<file path="config.mk">
export PLATFORM = sky130hd
export DESIGN_NAME = instr_fetch
export DESIGN_NICKNAME = d
export VERILOG_FILES = /design/src/rtl/instr_fetch.sv
export SDC_FILE = /design/constraint.sdc
export NUM_CORES = 1
export LEC_CHECK = 0
export CAP_MARGIN = 30
export CORE_ASPECT_RATIO = 0.6
export CORE_UTILIZATION = 44
export DETAILED_ROUTE_END_ITERATION = 10
export PLACE_DENSITY = 0.77
export SETUP_SLACK_MARGIN = 0.2
export SLEW_MARGIN = 40
export SYNTH_ARGS = -nofsm -noshare
export SYNTH_HDL_FRONTEND = slang
export SYNTH_SLANG_ARGS = --single-unit
</file>
<file path="constraint.sdc">
create_clock -name clk -period 1.8 [get_ports clk]
set_input_delay 0.36 -clock clk [delete_from_list [all_inputs] [get_ports clk]]
set_output_delay 0.36 -clock clk [all_outputs]
set_load 0.01 [all_outputs]
</file>
<file path="src/rtl/instr_fetch.sv">
// instr_fetch: RAM port-0 fetch stage with valid/ready output; skid buffer enabled by IFETCH_SKID_EN
module instr_fetch #(
    parameter int                ADDR_W   = 7,
    parameter int                DATA_W   = 16,
    parameter logic [ADDR_W-1:0] RESET_PC = 7'd0
) (
    input  logic              clk,
    input  logic              rst_n,
    input  logic              start,
    input  logic              halt,
    input  logic              redirect_valid,
    input  logic [ADDR_W-1:0] redirect_pc,
    output logic              ram_read_en,
    output logic              ram_write_en,
    output logic [ADDR_W-1:0] ram_addr,
    input  logic [DATA_W-1:0] ram_dout,
    output logic              instr_valid,
    output logic [DATA_W-1:0] instr,
    output logic [ADDR_W-1:0] instr_pc,
    input  logic              instr_ready,
    output logic              busy
);
    typedef enum logic [1:0] {IDLE, RUN, DRAIN} state_t;
    state_t            state, state_nxt;
    logic [ADDR_W-1:0] pc, fly_pc, skid_pc;
    logic [DATA_W-1:0] skid_data;
    logic              fly, skid_valid, issue, issue_ok, flush, land, out_free;

    assign flush        = redirect_valid && state != IDLE;
    assign land         = fly && !flush;
    assign out_free     = !instr_valid || instr_ready;
    assign ram_write_en = 1'b0;

    always_ff @(posedge clk or negedge rst_n) begin
        if (!rst_n) state <= IDLE;
        else        state <= state_nxt;
    end

    always_comb begin
        state_nxt = state;
        case (state)
            IDLE:    state_nxt = (start && !halt) ? RUN : IDLE;
            RUN:     state_nxt = halt ? DRAIN : RUN;
            DRAIN:   state_nxt = (!fly && !instr_valid && !skid_valid) ? IDLE : DRAIN;
            default: state_nxt = IDLE;
        endcase
    end

    always_comb begin
        issue       = state == RUN && !redirect_valid && !skid_valid && out_free && issue_ok;
        ram_read_en = issue;
        ram_addr    = pc;
        busy        = state != IDLE;
    end

    always_ff @(posedge clk or negedge rst_n) begin
        if (!rst_n) begin
            pc     <= RESET_PC;
            fly    <= 1'b0;
            fly_pc <= '0;
        end else begin
            pc     <= redirect_valid ? redirect_pc : issue ? pc + ADDR_W'(1) : pc;
            fly    <= issue;
            fly_pc <= pc;
        end
    end

    // skid content always precedes the landing word, keeping delivery in order
    always_ff @(posedge clk or negedge rst_n) begin
        if (!rst_n) begin
            instr_valid <= 1'b0;
            instr       <= '0;
            instr_pc    <= '0;
        end else if (flush) begin
            instr_valid <= 1'b0;
        end else if (out_free) begin
            instr_valid <= skid_valid || land;
            if (skid_valid || land) begin
                instr    <= skid_valid ? skid_data : ram_dout;
                instr_pc <= skid_valid ? skid_pc : fly_pc;
            end
        end
    end

`ifdef IFETCH_SKID_EN
    assign issue_ok = 1'b1;

    always_ff @(posedge clk or negedge rst_n) begin
        if (!rst_n) begin
            skid_valid <= 1'b0;
            skid_data  <= '0;
            skid_pc    <= '0;
        end else if (flush) begin
            skid_valid <= 1'b0;
        end else if (land && (skid_valid || !out_free)) begin
            skid_valid <= 1'b1;
            skid_data  <= ram_dout;
            skid_pc    <= fly_pc;
        end else if (out_free) begin
            skid_valid <= 1'b0;
        end
    end
`else
    // one read at a time guarantees the landing word always finds the output free
    assign issue_ok   = !fly;
    assign skid_valid = 1'b0;
    assign skid_data  = '0;
    assign skid_pc    = '0;
`endif
endmodule

</file>
==> results.ini, run 1 <==
[pwr]
power.static_leakage_nw = 1.17
powerDensity_nw_per_um2 = 1230
peakVddDrop_mv = 0.708

[sta]
tns_ps = 0
slew_viol_final = 0
timing.final.crit_share_pct = 88.8
worstMarginPinSlew_ps = 635
holdWs_ps = 26.3
relSlewSlack_pct = 57.6
hold_viol_final = 0
rsz0062_at_grt = true
fmax_ghz = 0.626
finalClockSkew_ps = 4.01
fin_ws_ps = 202
fin_crit_ps = 1600
finalSetupViolCount = 0

[clock_network]
cts_tree = built
clk_pin_slew_ps = 80
cts-root-buf = clkbuf_8
cts_buffers = 5
clk_latency_ps = 290
clock_path_buffers = 2
cts_hold_buf = 0
htree_levels = 2
clock_sinks = 41

[floorplan]
io_pins = 63
core-area_sq_um = 3700
die_h_microns = 50.4
dieArea_sq_um = 4160
fp.dieW_microns = 82.6
initial_core_util_pct = 46.4
rows = 17

[layout]
diodes = 0
fillers = 252
final_cells = 255
layout-drive-gt1-share_pct = 30.3
fin_util_pct = 71.4
nets = 237
syn_to_final_growth_pct = 54.0

[critical_path]
cp_common_cell = buf_6
end_kind = primary output
path_buf_inv = 2
slowest_delay_ps = 400
crit_chain = buf_6 > or2_2 > buf_6
cp.arrival_ps = 1240
path_delay_family = flip-flops
crit_slowest_cell = dfrtp_1
critPathMaxFanout = 5
cp.required_ps = 1440
crit_path_start_kind = flip-flop
ff2ff_setup_slack_ps = 290
worstSetupPathType = flip-flop to primary output

[logic_synthesis]
synth_top_area_share_pct = 59.8
synth-seq-cells = 41
synthTopCellsByCount = dfrtp_1, mux2_2, nand2_1, nor2_1
synthesis.area_sq_um = 1720
async_flop_share_pct = 100
syn_nets = 160
syn_inst = 130
yosysMostFrequentCell = dfrtp_1
yosys-top-cells-area = dfrtp_1, mux2_2, nand2_1
synth_edf_count = 0
yosys_most_used_dff = dfrtp_1
synth_cell_types = 36
yosysSeqAreaShare_pct = 59.8
yosysTopAreaCell = dfrtp_1
ys_warn_count = 0
avgSynthCellArea_sq_um = 13.2

[route]
viasPerCell = 5.44
drc_errors = 0
totalWireLength_mm = 4.31
vias = 1387
wl_per_cell_microns = 16.9
first_pass_iters = 4
dr.first_iter.drc_count = 50
ant_nets = 0

[placement]
globalplace.congestion = 0.804
dp_hpwl_mm = 3.00
port_buffers = 61
dp.cells = 240
pre_cts_slack_ps = -356

[global_routing]
antenna_found_initial = 0
grt_max_degree = 24
track_usage_pct = 21.8
grt.overflow.total = 0
first_global_vias = 1329
grt_first_pass_wirelength_mm = 6.44

[job]
cap_violations = 0

[worst_hold_path]
hold_class = primary input to async pin

[outcome]
outcome = finished, final reports clean

-- power by group --
part	internal (mW)	switching (mW)	leakage (nW)
clock	0.451	0.310	0.0574
sequential	1.19	0.140	0.486
combinational	0.718	0.442	0.631
-- metrics by stage --
stage	area [sq um]	power (mW)
floorplan	1720	1.77
global placement	2410	2.41
detailed placement	2410	2.48
CTS	2620	3.28
global route	2640	3.41
finish	2640	3.25
-- cell type report --
class / instances / area [sq um] / area share, %
inverters: 3 / 11.3 / 0.426
multi-input cells: 79 / 664 / 25.1
flip-flops and latches: 41 / 1030 / 39.0
clock buffers: 6 / 82.6 / 3.12
repair buffers: 77 / 757 / 28.6
clock inverters: 2 / 37.5 / 1.42
well taps: 47 / 58.8 / 2.22
-- timing repair --
item,4_1_cts,5_1_grt
endpoints found under the hold margin,0,0
setup endpoints to repair,9,32
setup buffers,6,1
resized for setup,24,8
pin swaps,1,1
-- worst reg2reg max path, cell delays in order, from the launching register on --
cell	delay [ps]
dfrtp_1	390
buf_4	160
nand2b_4	180
or4_1	520
o211ai_1	190
-- kinds of logic after synthesis --
family | Yosys count | synth area share (%)
fa+ha+maj | 1 | 0.729
other cells | 1 | 0.218
mux | 23 | 15.1
compound gates | 17 | 7.87
simple gates | 37 | 12.8
flops | 41 | 59.8
buf+inv | 10 | 3.57
-- final timing paths --
path | startpoint | to | cells past startpoint
worst max-delay path | state[0] | busy | 3
worst min-delay path | rst_n | instr[2] | 1
worst max register to register | state[1] | ram_addr[5] | 4
worst min register to register | ram_addr[6] | fly_pc[6] | 0
max in group asynchronous | rst_n | ram_addr[4] | 2
min in group clk | ram_addr[6] | fly_pc[6] | 0
-- cells in the final DEF (no fill, tap or decap), types with 2 or more instances in the layout --
| cell | count |
|---|---|
| dfrtp_1 | 36 |
| o31ai_1 | 2 |
| dlymetal6s2s_1 | 6 |
| nor2b_1 | 3 |
| buf_6 | 3 |
| a41oi_1 | 2 |
| o211ai_1 | 3 |
| clkdlybuf4s50_1 | 50 |
| nand4_1 | 2 |
| dlygate4sd2_1 | 2 |
| buf_4 | 14 |
| nand2_1 | 7 |
| o311ai_0 | 2 |
| inv_1 | 3 |
| dfrtp_2 | 5 |
| or4_1 | 2 |
| clkbuf_8 | 6 |
| mux2_2 | 23 |
| o41ai_1 | 2 |
| nand3_1 | 3 |
| nand4b_1 | 2 |
| nand2b_4 | 2 |
| nor2_1 | 4 |
| or2_2 | 2 |
-- state kept, by name, indices dropped and copies added, names as in the netlist --
register     flops
instr           16
fly_pc           7
instr_pc         7
ram_addr         7
state            2
fly              1
instr_valid      1
-- per-layer routing --
layer	vias to the layer above	part of all wire, %	global-route usage, %
li1	628	-	-
met2	75	49	37.5
met3	12	7.3	5.64
met5	-	0	0
met4	0	1.8	7.18
met1	672	42	26.7
No activity file was read; power rests on OpenSTA's default activity.
==> inputs of run 2 (changes only) <==
--- a/config.mk
+++ b/config.mk
@@ -7,9 +7,9 @@
 export LEC_CHECK = 0
 export CAP_MARGIN = 30
 export CORE_ASPECT_RATIO = 0.6
-export CORE_UTILIZATION = 44
+export CORE_UTILIZATION = 25
 export DETAILED_ROUTE_END_ITERATION = 10
-export PLACE_DENSITY = 0.77
+export PLACE_DENSITY = 0.48
 export SETUP_SLACK_MARGIN = 0.2
 export SLEW_MARGIN = 40
 export SYNTH_ARGS = -nofsm -noshare
==> run 2 against run 1 <==
Effect of this change: wire length is 9.6% lower; largest cell class unchanged; die area is 73% higher; fmax is 2.1% higher; first-iteration DRC count is 86% higher; hold slack better by 17 ps; register-to-register slack better by 50 ps; sequential share of layout area is 0.45 points lower; utilization is 29 points lower; flip-flop and latch count stayed put; clock skew is 1.3 ps lower; clock-buffer cell count is 1 higher; largest power group unchanged; design area is 1.3% higher.
==> results.ini, run 2 (synthesis results as in run 1) <==
[sta]
rsz0062_at_grt = true  ; unchanged
slew_viol_final = 0  ; unchanged
finalSetupViolCount = 0  ; unchanged
worstMarginPinSlew_ps = 529  ; was 635 ps
fin_crit_ps = 1560  ; was 1600 ps
hold_viol_final = 0  ; unchanged
finalClockSkew_ps = 2.74  ; was 4.01 ps
relSlewSlack_pct = 64.7  ; was 57.6%
tns_ps = 0  ; unchanged
fmax_ghz = 0.639  ; was 0.626 GHz
timing.final.crit_share_pct = 86.9  ; was 88.8%

[critical_path]
crit_path_start_kind = flip-flop  ; unchanged
cp.arrival_ps = 1200  ; was 1240 ps
r2r_start = state[1]  ; unchanged
regToRegEndpoint = ram_addr[5]  ; unchanged
crit_slowest_cell = clkdlybuf4s50_1  ; was dfrtp_1
path_delay_family = buffers and inverters  ; was flip-flops
worstSetupPathType = flip-flop to primary output  ; unchanged
crit_chain = clkdlybuf4s50_1  ; was buf_6 > or2_2 > buf_6
end_kind = primary output  ; unchanged
critPathMaxFanout = 4  ; was 5
path_buf_inv = 1  ; was 2
reg2reg_depth = 4  ; unchanged
slowest_delay_ps = 550  ; was 400 ps
cp.required_ps = 1440  ; about the same
ff2ff_setup_slack_ps = 340  ; was 290 ps

[global_routing]
grt.overflow.total = 0  ; unchanged
track_usage_pct = 11.8  ; was 21.8%
antenna_found_initial = 0  ; unchanged
grt_max_degree = 42  ; was 24
grt_first_pass_wirelength_mm = 6.32  ; was 6.44 mm
first_global_vias = 1327  ; was 1329

[clock_network]
cts_tree = built  ; unchanged
clk_pin_slew_ps = 60  ; was 80 ps
clock_path_buffers = 2  ; unchanged
cts_buffers = 5  ; unchanged
cts_hold_buf = 0  ; unchanged
htree_levels = 2  ; unchanged
clk_latency_ps = 280  ; was 290 ps
clock_sinks = 41  ; unchanged
cts-root-buf = clkbuf_16  ; was clkbuf_8

[layout]
nets = 232  ; was 237
largest_register_ffs = 16  ; unchanged
final_common_cell = clkdlybuf4s50_1  ; unchanged
diodes = 0  ; unchanged
top_register = instr  ; unchanged
syn_to_final_growth_pct = 56.0  ; was 54.0%
final_cell_mix = clkdlybuf4s50_1, dfrtp_1, mux2_2  ; unchanged
design_area_sq_um = 2680  ; was 2640 sq um
layout-drive-gt1-share_pct = 29.1  ; was 30.3%

[placement]
placed_area_sq_um = 2470  ; was 2410 sq um
globalplace.congestion = 0.821  ; was 0.804
port_buffers = 61  ; unchanged
dp_hpwl_mm = 2.80  ; was 3.00 mm

[floorplan]
die_h_microns = 66.2  ; was 50.4 microns
fp.dieW_microns = 109  ; was 82.6 microns
io_pins = 63  ; unchanged
core-area_sq_um = 6360  ; was 3700 sq um
initial_core_util_pct = 27.0  ; was 46.4%
dieArea_sq_um = 7210  ; was 4160 sq um
rows = 22  ; was 17

[outcome]
outcome = finished, final reports clean  ; unchanged

[route]
wl_per_cell_microns = 13.6  ; was 16.9 microns
drc_errors = 0  ; unchanged
ant_nets = 0  ; unchanged
vias = 1320  ; was 1387
totalWireLength_mm = 3.89  ; was 4.31 mm
first_pass_iters = 6  ; was 4
viasPerCell = 4.60  ; was 5.44
dr.first_iter.drc_count = 93  ; was 50

[pwr]
power.static_leakage_nw = 1.15  ; was 1.17 nW
powerDensity_nw_per_um2 = 1260  ; was 1230 nW/um^2
finalPower_mw = 3.38  ; was 3.25 mW
peakVddDrop_mv = 0.443  ; was 0.708 mV

[worst_hold_path]
hold_class = primary input to async pin  ; unchanged

[job]
cap_violations = 0  ; unchanged

==> run 2: final cells by class <==
cell class	count	area (sq um)
Fill cell	600	3680
Sequential cell	41	1030
Inverter	3	11.3
Clock buffer	7	153
Timing Repair Buffer	72	714
Tap cell	84	105
Clock inverter	1	8.76
Multi-Input combinational cell	79	652
==> run 2: stage by stage <==
step                      util, %  hold slack [ps]  setup WS [ps]  std cells
after global placement       38.8              344           -297        277
after global routing         42.1             59.4            191        287
after CTS                    41.6             51.4            151        286
after floorplan                 -             64.4            394        130
final                        42.1             43.2            236        287
after detailed placement     38.8              351           -310        277
==> run 2: per-layer routing <==
| metal | GRT usage [%] | vias to the layer above | wire length, microns |
|---|---|---|---|
| met5 | 0 | - | 0 |
| met4 | 5.07 | 0 | 34 |
| met3 | 4.04 | 2 | 330 |
| met2 | 18.9 | 60 | 1810 |
| met1 | 14.5 | 635 | 1720 |
| li1 | - | 623 | - |
==> run 2: how the worst max path moves through the flow <==
stage | startpoint | to | cells past startpoint
final | ram_addr[6] | ram_addr[6] | 1
after detailed placement | instr_ready | ram_read_en | 5
after global placement | instr_ready | ram_read_en | 5
after CTS | instr_valid | instr_valid | 1
after floorplan | state[0] | ram_read_en | 3
after global routing | state[1] | ram_read_en | 4
==> run 2: power by group <==
group | internal [mW] | total (mW) | switching, mW | leakage, nW
Sequential | 1.19 | 1.33 | 0.135 | 0.485
Clock | 0.594 | 0.943 | 0.349 | 0.0805
Combinational | 0.706 | 1.10 | 0.396 | 0.581
Total | 2.49 | 3.38 | 0.881 | 1.15
==> run 2: repair_timing <==
item                                    4_1_cts  5_1_grt
pin swaps                                     1        1
setup buffers                                 1        1
endpoints found under the setup margin        8       27
gates resized for setup                      22        9
==> inputs of run 3 (changes only) <==
--- a/config.mk
+++ b/config.mk
@@ -8,6 +8,7 @@
 export CAP_MARGIN = 30
 export CORE_ASPECT_RATIO = 0.6
 export CORE_UTILIZATION = 25
+export CTS_CLUSTER_DIAMETER = 30
 export DETAILED_ROUTE_END_ITERATION = 10
 export PLACE_DENSITY = 0.48
 export SETUP_SLACK_MARGIN = 0.2
==> results of run 3 <==
The final DEF is identical to that of run 2; final timing and power are the same.
